$ cat config.mk
export PLATFORM = sky130hd
export DESIGN_NAME = id_ex_stage_flat
export DESIGN_NICKNAME = d
export VERILOG_FILES = /design/src/rtl/id_ex_stage_pkg.sv /design/src/rtl/id_ex_stage_if.sv /design/src/rtl/id_ex_stage_hazard_detect.sv /design/src/rtl/id_ex_stage.sv /design/src/flat_wrapper.sv
export SDC_FILE = /design/constraint.sdc
export NUM_CORES = 1
export LEC_CHECK = 0
export ABC_AREA = 1
export CAP_MARGIN = 20
export CORE_AREA = 5 5 141 143
export CTS_BUF_LIST = sky130_fd_sc_hd__clkbuf_8
export CTS_CLUSTER_SIZE = 28
export DETAILED_ROUTE_END_ITERATION = 16
export DIE_AREA = 0 0 146 148
export MAX_ROUTING_LAYER = met4
export PLACE_DENSITY_LB_ADDON = 0.1
export SETUP_SLACK_MARGIN = 0.5
export SLEW_MARGIN = 20
export SYNTH_ARGS = -nofsm -noshare
export SYNTH_HDL_FRONTEND = slang
export SYNTH_SLANG_ARGS = --single-unit
$ cat constraint.sdc
create_clock -name CLK -period 2 [get_ports CLK]
set_clock_uncertainty 0.15 [all_clocks]
set_input_delay 0.2 -clock CLK [delete_from_list [all_inputs] [get_ports CLK]]
set_output_delay 0.2 -clock CLK [all_outputs]
set_load 0.05 [all_outputs]
$ cat src/rtl/id_ex_stage_pkg.sv
// Shared CPU definitions: control bundle layout and the pipeline bubble encoding.
package id_ex_stage_pkg;

    localparam int unsigned CTRL_W = 10;

    // Control bundle bit positions, MSB first.
    localparam int unsigned CTRL_REGWRITE = 9;
    localparam int unsigned CTRL_MEMREAD  = 8;
    localparam int unsigned CTRL_MEMWRITE = 7;
    localparam int unsigned CTRL_MEMTOREG = 6;
    localparam int unsigned CTRL_ALUSRC   = 5;
    localparam int unsigned CTRL_REGDST   = 4;
    localparam int unsigned CTRL_ALUOP_HI = 3;
    localparam int unsigned CTRL_ALUOP_LO = 0;

    localparam logic [CTRL_W-1:0] CTRL_NOP = '0;

endpackage

$ cat src/rtl/id_ex_stage_if.sv
// Decode-slot inputs, writeback bypass inputs and EX-stage outputs of the ID/EX register.
interface id_ex_stage_if #(
    parameter int unsigned CTRL_W = 10,
    parameter int unsigned CNT_W  = 16
);
    logic              ID_Valid;
    logic [31:0]       ID_PC;
    logic [4:0]        ID_Rs;
    logic [4:0]        ID_Rt;
    logic [4:0]        ID_Rd;
    logic              ID_UsesRs;
    logic              ID_UsesRt;
    logic [31:0]       ID_Imm;
    logic [CTRL_W-1:0] ID_Ctrl;
    logic [31:0]       register1;
    logic [31:0]       register2;
    logic              WB_RegWrite;
    logic [4:0]        WB_Write;
    logic [31:0]       WB_WriteData;
    logic              Flush;
    logic              Stall;
    logic              EX_Valid;
    logic [31:0]       EX_PC;
    logic [31:0]       EX_A;
    logic [31:0]       EX_B;
    logic [31:0]       EX_Imm;
    logic [4:0]        EX_Rs;
    logic [4:0]        EX_Rt;
    logic [4:0]        EX_Dest;
    logic [CTRL_W-1:0] EX_Ctrl;
    logic [CNT_W-1:0]  StallCount;

    modport master (
        output ID_Valid, ID_PC, ID_Rs, ID_Rt, ID_Rd, ID_UsesRs, ID_UsesRt, ID_Imm, ID_Ctrl,
        output register1, register2, WB_RegWrite, WB_Write, WB_WriteData, Flush,
        input  Stall, EX_Valid, EX_PC, EX_A, EX_B, EX_Imm, EX_Rs, EX_Rt, EX_Dest, EX_Ctrl,
        input  StallCount
    );

    modport slave (
        input  ID_Valid, ID_PC, ID_Rs, ID_Rt, ID_Rd, ID_UsesRs, ID_UsesRt, ID_Imm, ID_Ctrl,
        input  register1, register2, WB_RegWrite, WB_Write, WB_WriteData, Flush,
        output Stall, EX_Valid, EX_PC, EX_A, EX_B, EX_Imm, EX_Rs, EX_Rt, EX_Dest, EX_Ctrl,
        output StallCount
    );

endinterface

$ cat src/rtl/id_ex_stage_hazard_detect.sv
// Load-use hazard detection: stall when decode reads the register a load in EX will write.
module hazard_detect (
    input  logic       i_id_valid,
    input  logic [4:0] i_id_rs,
    input  logic [4:0] i_id_rt,
    input  logic       i_uses_rs,
    input  logic       i_uses_rt,
    input  logic       i_ex_valid,
    input  logic [4:0] i_ex_rt,
    input  logic       i_ex_memread,
    input  logic       i_flush,
    output logic       o_stall
);

    logic w_rs_match;
    logic w_rt_match;
    logic w_haz;

    assign w_rs_match = i_uses_rs && (i_id_rs == i_ex_rt);
    assign w_rt_match = i_uses_rt && (i_id_rt == i_ex_rt);
    assign w_haz      = i_id_valid && i_ex_valid && i_ex_memread && (i_ex_rt != 5'd0) &&
                        (w_rs_match || w_rt_match);
    // A flushed instruction is discarded anyway, so holding the front end is pointless.
    assign o_stall    = w_haz && !i_flush;

endmodule

$ cat src/rtl/id_ex_stage.sv
// ID/EX pipeline register with writeback bypass, load-use bubble insertion and stall counter.
module id_ex_stage #(
    parameter int unsigned CTRL_W = id_ex_stage_pkg::CTRL_W,
    parameter int unsigned CNT_W  = 16
) (
    input  logic            CLK,
    input  logic            RST_N,
    id_ex_stage_if.slave    bus
);
    import id_ex_stage_pkg::*;

    logic              r_ex_valid;
    logic [31:0]       r_ex_pc;
    logic [31:0]       r_ex_a;
    logic [31:0]       r_ex_b;
    logic [31:0]       r_ex_imm;
    logic [4:0]        r_ex_rs;
    logic [4:0]        r_ex_rt;
    logic [4:0]        r_ex_dest;
    logic [CTRL_W-1:0] r_ex_ctrl;
    logic [CNT_W-1:0]  r_stall_cnt;

    logic              w_stall;
    logic              w_bubble;
    logic [31:0]       w_op_a;
    logic [31:0]       w_op_b;
    logic [CTRL_W-1:0] w_ctrl_next;
    logic [4:0]        w_dest_next;

    hazard_detect u_hazard_detect (
        .i_id_valid   (bus.ID_Valid),
        .i_id_rs      (bus.ID_Rs),
        .i_id_rt      (bus.ID_Rt),
        .i_uses_rs    (bus.ID_UsesRs),
        .i_uses_rt    (bus.ID_UsesRt),
        .i_ex_valid   (r_ex_valid),
        .i_ex_rt      (r_ex_rt),
        .i_ex_memread (r_ex_ctrl[CTRL_MEMREAD]),
        .i_flush      (bus.Flush),
        .o_stall      (w_stall)
    );

    // Register file reads the old value on a same-cycle write, so forward WB data here.
    assign w_op_a = (bus.WB_RegWrite && bus.WB_Write != 5'd0 && bus.WB_Write == bus.ID_Rs) ?
                    bus.WB_WriteData : bus.register1;
    assign w_op_b = (bus.WB_RegWrite && bus.WB_Write != 5'd0 && bus.WB_Write == bus.ID_Rt) ?
                    bus.WB_WriteData : bus.register2;

    // Flush || haz reduces to Flush || Stall since Stall is haz masked by Flush.
    assign w_bubble    = bus.Flush || w_stall;
    assign w_ctrl_next = bus.ID_Valid ? bus.ID_Ctrl : CTRL_W'(CTRL_NOP);
    assign w_dest_next = bus.ID_Ctrl[CTRL_REGDST] ? bus.ID_Rd : bus.ID_Rt;

    always_ff @(posedge CLK or negedge RST_N) begin
        if (!RST_N) begin
            r_ex_valid  <= 1'b0;
            r_ex_pc     <= '0;
            r_ex_a      <= '0;
            r_ex_b      <= '0;
            r_ex_imm    <= '0;
            r_ex_rs     <= '0;
            r_ex_rt     <= '0;
            r_ex_dest   <= '0;
            r_ex_ctrl   <= '0;
            r_stall_cnt <= '0;
        end else begin
            if (w_bubble) begin
                r_ex_valid <= 1'b0;
                r_ex_pc    <= '0;
                r_ex_a     <= '0;
                r_ex_b     <= '0;
                r_ex_imm   <= '0;
                r_ex_rs    <= '0;
                r_ex_rt    <= '0;
                r_ex_dest  <= '0;
                r_ex_ctrl  <= CTRL_W'(CTRL_NOP);
            end else begin
                r_ex_valid <= bus.ID_Valid;
                r_ex_pc    <= bus.ID_PC;
                r_ex_a     <= w_op_a;
                r_ex_b     <= w_op_b;
                r_ex_imm   <= bus.ID_Imm;
                r_ex_rs    <= bus.ID_Rs;
                r_ex_rt    <= bus.ID_Rt;
                r_ex_dest  <= w_dest_next;
                r_ex_ctrl  <= w_ctrl_next;
            end
            if (w_stall && r_stall_cnt != '1) begin
                r_stall_cnt <= r_stall_cnt + CNT_W'(1);
            end
        end
    end

    assign bus.Stall      = w_stall;
    assign bus.EX_Valid   = r_ex_valid;
    assign bus.EX_PC      = r_ex_pc;
    assign bus.EX_A       = r_ex_a;
    assign bus.EX_B       = r_ex_b;
    assign bus.EX_Imm     = r_ex_imm;
    assign bus.EX_Rs      = r_ex_rs;
    assign bus.EX_Rt      = r_ex_rt;
    assign bus.EX_Dest    = r_ex_dest;
    assign bus.EX_Ctrl    = r_ex_ctrl;
    assign bus.StallCount = r_stall_cnt;

endmodule

$ cat src/flat_wrapper.sv
// flat-port wrapper written by rule: the top's interface ports become plain ports
module id_ex_stage_flat import id_ex_stage_pkg::*;
#(
    parameter int unsigned CTRL_W = id_ex_stage_pkg::CTRL_W,
    parameter int unsigned CNT_W  = 16
)
  (CLK, RST_N, bus_ID_Valid, bus_ID_PC, bus_ID_Rs, bus_ID_Rt, bus_ID_Rd, bus_ID_UsesRs, bus_ID_UsesRt, bus_ID_Imm, bus_ID_Ctrl, bus_register1, bus_register2, bus_WB_RegWrite, bus_WB_Write, bus_WB_WriteData, bus_Flush, bus_Stall, bus_EX_Valid, bus_EX_PC, bus_EX_A, bus_EX_B, bus_EX_Imm, bus_EX_Rs, bus_EX_Rt, bus_EX_Dest, bus_EX_Ctrl, bus_StallCount);
  id_ex_stage_if #(.CTRL_W(CTRL_W), .CNT_W(CNT_W)) bus_i ();
  input  logic CLK;
  input  logic RST_N;
  input wire logic [$bits(bus_i.ID_Valid)-1:0] bus_ID_Valid;
  input wire logic [$bits(bus_i.ID_PC)-1:0] bus_ID_PC;
  input wire logic [$bits(bus_i.ID_Rs)-1:0] bus_ID_Rs;
  input wire logic [$bits(bus_i.ID_Rt)-1:0] bus_ID_Rt;
  input wire logic [$bits(bus_i.ID_Rd)-1:0] bus_ID_Rd;
  input wire logic [$bits(bus_i.ID_UsesRs)-1:0] bus_ID_UsesRs;
  input wire logic [$bits(bus_i.ID_UsesRt)-1:0] bus_ID_UsesRt;
  input wire logic [$bits(bus_i.ID_Imm)-1:0] bus_ID_Imm;
  input wire logic [$bits(bus_i.ID_Ctrl)-1:0] bus_ID_Ctrl;
  input wire logic [$bits(bus_i.register1)-1:0] bus_register1;
  input wire logic [$bits(bus_i.register2)-1:0] bus_register2;
  input wire logic [$bits(bus_i.WB_RegWrite)-1:0] bus_WB_RegWrite;
  input wire logic [$bits(bus_i.WB_Write)-1:0] bus_WB_Write;
  input wire logic [$bits(bus_i.WB_WriteData)-1:0] bus_WB_WriteData;
  input wire logic [$bits(bus_i.Flush)-1:0] bus_Flush;
  output wire logic [$bits(bus_i.Stall)-1:0] bus_Stall;
  output wire logic [$bits(bus_i.EX_Valid)-1:0] bus_EX_Valid;
  output wire logic [$bits(bus_i.EX_PC)-1:0] bus_EX_PC;
  output wire logic [$bits(bus_i.EX_A)-1:0] bus_EX_A;
  output wire logic [$bits(bus_i.EX_B)-1:0] bus_EX_B;
  output wire logic [$bits(bus_i.EX_Imm)-1:0] bus_EX_Imm;
  output wire logic [$bits(bus_i.EX_Rs)-1:0] bus_EX_Rs;
  output wire logic [$bits(bus_i.EX_Rt)-1:0] bus_EX_Rt;
  output wire logic [$bits(bus_i.EX_Dest)-1:0] bus_EX_Dest;
  output wire logic [$bits(bus_i.EX_Ctrl)-1:0] bus_EX_Ctrl;
  output wire logic [$bits(bus_i.StallCount)-1:0] bus_StallCount;
  assign bus_i.ID_Valid = bus_ID_Valid;
  assign bus_i.ID_PC = bus_ID_PC;
  assign bus_i.ID_Rs = bus_ID_Rs;
  assign bus_i.ID_Rt = bus_ID_Rt;
  assign bus_i.ID_Rd = bus_ID_Rd;
  assign bus_i.ID_UsesRs = bus_ID_UsesRs;
  assign bus_i.ID_UsesRt = bus_ID_UsesRt;
  assign bus_i.ID_Imm = bus_ID_Imm;
  assign bus_i.ID_Ctrl = bus_ID_Ctrl;
  assign bus_i.register1 = bus_register1;
  assign bus_i.register2 = bus_register2;
  assign bus_i.WB_RegWrite = bus_WB_RegWrite;
  assign bus_i.WB_Write = bus_WB_Write;
  assign bus_i.WB_WriteData = bus_WB_WriteData;
  assign bus_i.Flush = bus_Flush;
  assign bus_Stall = bus_i.Stall;
  assign bus_EX_Valid = bus_i.EX_Valid;
  assign bus_EX_PC = bus_i.EX_PC;
  assign bus_EX_A = bus_i.EX_A;
  assign bus_EX_B = bus_i.EX_B;
  assign bus_EX_Imm = bus_i.EX_Imm;
  assign bus_EX_Rs = bus_i.EX_Rs;
  assign bus_EX_Rt = bus_i.EX_Rt;
  assign bus_EX_Dest = bus_i.EX_Dest;
  assign bus_EX_Ctrl = bus_i.EX_Ctrl;
  assign bus_StallCount = bus_i.StallCount;
  id_ex_stage #(.CTRL_W(CTRL_W), .CNT_W(CNT_W)) u_core (.CLK(CLK), .RST_N(RST_N), .bus(bus_i));
endmodule
## Yosys cells after proc, flatten, opt, wreduce, memory -nomap -nowiden

Cells that the tools add are included.

| cells by class | value |
|---|---|
| add/sub/neg operators | 1 |
| eq/ne operators | 5 |
| muxes and demuxes | 13 |
| reduce and logical (&&, ||, !) cells | 16 |

Operators with widths:

| cell | count |
|---|---|
| $mux W32 | 6 |
| $eq A5 B5 Y1 | 4 |
| $mux W10 | 2 |
| $mux W5 | 4 |
| $add A16 B1 Y16 const B | 1 |
| $ne A16 B16 Y1 const B | 1 |
| $logic_and A1 B1 Y1 | 11 |
| $reduce_bool A5 Y1 | 2 |
| $logic_or A1 B1 Y1 | 2 |
| $logic_not A1 Y1 | 1 |
| $mux W1 | 1 |

| word-level totals | value |
|---|---|
| register bits after elaboration | 170 |
| output and inout bits | 171 |

## Longest topological paths before layout

| depth | value |
|---|---|
| word-level depth | 7 |
| mapped depth | 11 |
| depth with buffers taken out | 10 |

## Cells and area by module

A second synthesis with hierarchy kept.

| second synthesis, totals | value |
|---|---|
| cells, all modules | 913 |
| area, all modules | 7514.7 µm² |

Modules (own cells, without submodules):

| module | instances | cells an instance | area an instance (µm²) | sequential area each (µm²) |
|---|---|---|---|---|
| id_ex_stage | 1 | 855 | 7282.0 | 4254.1 |
| hazard_detect | 1 | 58 | 232.7 | 0.0 |

## Worst setup path before layout

OpenSTA, ideal clock, no wires.

| timing | value |
|---|---|
| path kind | register to register |
| start point | reg u_core.r_stall_cnt[0], in the netlist u_core.bus.StallCount[0] |
| end point | reg u_core.r_stall_cnt[12], in the netlist u_core.bus.StallCount[12] |
| setup time | 0.066 ns |
| data arrival time | 1.796 ns |
| path slack | -0.012 ns |
| stages on the path, launching flop included | 9 |
| buffers on the path | 1 |
| clock period less this slack | 2.012 ns |
| cells stage by stage | dfrtp_1 -> ha_1 -> nand3_1 -> inv_1 -> nand3_1 -> nand4_2 -> buf_2 -> nand2_1 -> nand2_1 |

| on the way | value |
|---|---|
| longest elaborated chain between the ends | 2 |
| elaborated cells on any way between the ends | 3 |
| classes of those cells | add/sub (1); eq/ne (1); reduce/logical (1) |

RTL lines:

| item | line | source |
|---|---|---|
| from (decl) | id_ex_stage.sv:21 | `logic [CNT_W-1:0] r_stall_cnt;` |
| from (signal assigned) | id_ex_stage.sv:89 | `r_stall_cnt <= r_stall_cnt + CNT_W'(1);` |
| branches (longest 2 deep; another with $add A16 B1 Y16) | -- |  |

Several ways; the timed one is not identified.
A chain may end at the register's enable or synchronous reset.

## Final worst setup path

| timing | value |
|---|---|
| start point | reg u_core.r_ex_rt[3], in the netlist u_core.bus.EX_Rt[3] |
| end point | out bus_Stall |

| on the way | value |
|---|---|
| longest elaborated chain between the ends | 5 |
| elaborated cells on any way between the ends | 9 |
| classes of those cells | eq/ne (2); reduce/logical (7) |

RTL lines:

| item | line | source |
|---|---|---|
| from (decl) | id_ex_stage.sv:18 | `logic [4:0] r_ex_rt;` |
| from (signal assigned) | id_ex_stage.sv:84 | `r_ex_rt <= bus.ID_Rt;` |
| $eq A5 B5 Y1 (on tied branches) | id_ex_stage_hazard_detect.sv:19, id_ex_stage_hazard_detect.sv:20 |  |
| $logic_and A1 B1 Y1 (on tied branches) | id_ex_stage_hazard_detect.sv:19, id_ex_stage_hazard_detect.sv:20 |  |
| $logic_or A1 B1 Y1 | id_ex_stage_hazard_detect.sv:22 | `(w_rs_match \|\| w_rt_match);` |
| $logic_and A1 B1 Y1 (*) | id_ex_stage_hazard_detect.sv:21 | `assign w_haz = i_id_valid && i_ex_valid && i_ex_memread && (i_ex_rt != 5'd0) &&` |
| $logic_and A1 B1 Y1 (*) | id_ex_stage_hazard_detect.sv:24 | `assign o_stall = w_haz && !i_flush;` |
| to (decl) | flat_wrapper.sv:26 | `output wire logic [$bits(bus_i.Stall)-1:0] bus_Stall;` |

Every way passes the cells marked *; elsewhere a longest branch is shown, timed or not.

==> results.py <==
metrics = {
    "status": {
        "outcome": "finished, violations left",
        "violated_checks": "negative setup slack",
    },
    "final_layout": {
        "final_layout_size_suffix_gt1_share_pct": 26.0,
        "fin_area_mm2": 0.0111,
        "final_net_count": 1368,
        "final_util_pct": 60.2,
        "most-common-layout-cells": "195 x clkdlybuf4s50_1, 158 x nand2_1, 152 x dfrtp_1",
        "syn_to_final_growth_pct": 59.9,
        "mostFrequentLayoutCell": "clkdlybuf4s50_1",
    },
    "cts": {
        "h-tree-depth": 4,
        "max-clock-path-buffers": 2,
        "cts_root_buffer": "clkbuf_8",
        "cts_buffers": 17,
        "clk_pin_slew_ns": 0.10,
        "worst_skew_pair.late_latency_ns": 0.47,
        "cts_sinks": 170,
        "cts_tree": "done",
    },
    "global_route": {
        "largest_net_degree_at_the_start_of_global_routing": 61,
        "first_global_vias": 6756,
        "gr-total-overflow": 0,
        "grt_usage_pct": 23.3,
        "grt_antenna_before_repair": 1,
        "wire_length_of_the_first_global_routing_pass_um": 38000,
    },
    "synthesis": {
        "yosys_warnings": 0,
        "sequential_share_of_the_synthesized_area_pct": 61.2,
        "syn-instance-count": 767,
        "postSynthRegisterBits": 170,
        "netlist_area_mm2": 0.00695,
        "synth_largest_type_area_fraction_pct": 61.2,
        "mappedNetlistNets": 965,
        "synthDominantAreaCellType": "dfrtp_1",
        "avgSynthCellArea_um2": 9.07,
        "synth_cell_type_count": 24,
        "synth_top_cells_by_area": "dfrtp_1 61%, nand2_1 8.7%, nor2_1 6.3%",
    },
    "timing": {
        "period_minus_slack_ns": 2.08,
        "grt_setup_unrepaired": "true",
        "timing.slew.headroom_pct": 46.1,
        "post-route-worst-setup-slack_ns": -0.0850,
        "timing.final.crit_share_pct": 104,
        "final-setup-viol-count": 1,
        "achievable_frequency_ghz": 0.480,
        "transition_time_of_the_tightest_slew_check_pin_ns": 0.807,
        "finalHoldWorstSlack_ns": 0.0820,
        "report.final.hold_viol_count": 0,
        "finalMaxSlewViolations": 0,
    },
    "power": {
        "power.switching_fraction_pct": 32.8,
        "powerDensity_mw_per_mm2": 691,
        "combPwrFrac_pct": 23.6,
        "p_total_mw": 7.68,
        "p_seq_share_pct": 47.4,
        "p_leak_nw": 5.79,
        "p_sw_mw": 2.52,
        "intPower_mw": 5.16,
        "clock_power_share_pct": 28.9,
        "power.ir.vdd_worst_mv": 0.464,
    },
    "floorplan": {
        "placementRows": 50,
        "ioPinCount": 368,
        "die-height_um": 148,
        "die_footprint_mm2": 0.0216,
        "initial_cell_density_of_the_core_pct": 37.7,
        "die-width_um": 146,
        "core_footprint_mm2": 0.0185,
    },
    "setup_path": {
        "path_class": "flop to primary output",
        "critical_path_arrival_ns": 1.73,
        "worst-endpoint-required_ns": 1.65,
        "regToRegSetupSlack_ns": 0.03,
        "timing.critical_path.from_type": "flop",
        "critical_path_peak_fanout": 4,
        "timing.critical_path.to_type": "primary output",
    },
    "route": {
        "avgRoutedWirePerCell_um": 17.2,
        "vias_per_cell": 4.62,
        "drtAntennaViolNets": 0,
        "route.vias.total": 6540,
        "number_of_drc_markers_in_iteration_0": 300,
        "drt_drc_violations_left": 0,
        "first_pass_iteration_count_of_the_detailed_router": 5,
        "wirelength_um": 24400,
    },
    "hold_path": {
        "min-delay-path-class": "input pin to flop",
    },
    "placement": {
        "area_after_detailed_placement_mm2": 0.0112,
        "worst_slack_at_placement_ns": -0.112,
        "place_congestion": 0.849,
        "detailed_place_hpwl_um": 18200,
        "port_buffers": 367,
    },
    "flow_run": {
        "max_cap_violations": 0,
    },
}
==> flip-flops by register name, indices dropped and copies added, names as in the netlist <==
name,count
u_core.bus.EX_A,32
u_core.bus.EX_B,32
u_core.bus.EX_Imm,32
u_core.bus.EX_PC,32
u_core.bus.StallCount,16
u_core.bus.EX_Ctrl,10
u_core.bus.EX_Dest,5
u_core.bus.EX_Rs,5
u_core.bus.EX_Rt,5
u_core.bus.EX_Valid,1
==> worst paths after layout <==
path                                                            from                                    to  cells after the start
max in group asynchronous                                      RST_N  u_core.bus.StallCount[1]$_DFFE_PN0P_                      3
min in group asynchronous                                      RST_N         u_core.bus.EX_PC[3]$_DFF_PN0_                      3
worst max register to register         u_core.bus.EX_Rt[4]$_DFF_PN0_         u_core.bus.EX_Rt[2]$_DFF_PN0_                     10
worst min register to register  u_core.bus.StallCount[5]$_DFFE_PN0P_  u_core.bus.StallCount[5]$_DFFE_PN0P_                      2
worst max-delay path                   u_core.bus.EX_Rt[3]$_DFF_PN0_                             bus_Stall                      7
worst min-delay path                                  bus_ID_Imm[31]       u_core.bus.EX_Imm[31]$_DFF_PN0_                      3
==> layer usage <==
layer  up-vias  track usage, %  share of wire, %
li1       3179               -                 -
met1      3067            26.6                38
met2       254            39.4                52
met3        40            7.51               8.5
met4         0            7.10               2.3
met5         -               -                 0
==> through the flow <==
step,cells,TNS (ns)
floorplan,767,0
global placement,1366,-1.50
detailed placement,1366,-7.15
CTS,1414,-0.127
global route,1417,-8.54
finish,1417,-0.0850
==> worst max-delay path, cell delays in order (launching register included) <==
cell and delay [ns]:
dfrtp_2 0.44, inv_2 0.08, nand4_1 0.11, o21bai_1 0.20
inv_2 0.08, nand3_4 0.10, clkinvlp_4 0.12, buf_12 0.16
==> synthesized netlist by cell type <==
library cell,n
dfrtp_1,170
nand2_1,161
nor2_1,116
inv_1,87
nand3_1,73
a21oi_1,69
buf_2,22
xor2_1,13
xnor2_1,11
clkbuf_1,8
nand4_1,8
buf_6,5
inv_2,5
buf_4,4
nor3_1,4
nand2_2,2
nand3b_1,2
ha_1,1
nand3_2,1
nand4_2,1
nor2_4,1
nor3_2,1
o21ai_1,1
o21bai_1,1
==> repair_timing <==
item	CTS	global route
gates resized for setup	837	4
endpoints found under the setup margin	334	206
endpoints found under the hold margin	170	0
buffers inserted	10	2
gates cloned	5	0
pin swaps	5	17
hold buffers	2	0
==> power by group through the flow <==
stage	clock network, mW	logic (mW)	registers (mW)
after floorplan	0	0.314	4.31
after global placement	0	1.90	3.72
after detailed placement	0	1.90	3.72
after CTS	2.30	1.83	3.65
after global routing	2.44	1.93	3.66
final	2.22	1.81	3.64
==> kinds of logic after synthesis <==
| family | after synthesis | synth area share [%] |
|---|---|---|
| buffers and inverters | 131 | 8.22 |
| XOR/XNOR | 24 | 3.02 |
| AO/OA/AOI/OAI | 71 | 5.15 |
| adder cells (fa/ha/maj) | 1 | 0.180 |
| AND/OR/NAND/NOR | 370 | 22.2 |
| flip-flops | 170 | 61.2 |
==> area by class of cell <==
cell class / count / area [um^2]
repair buffers: 423 / 3640
fillers: 1632 / 7340
inverters: 92 / 349
diodes: 1 / 2.50
multi-input cells: 466 / 2200
clock buffers: 17 / 234
flip-flops and latches: 170 / 4280
well taps: 234 / 293
clock inverters: 14 / 118
Power figures use the tool's default switching activity.
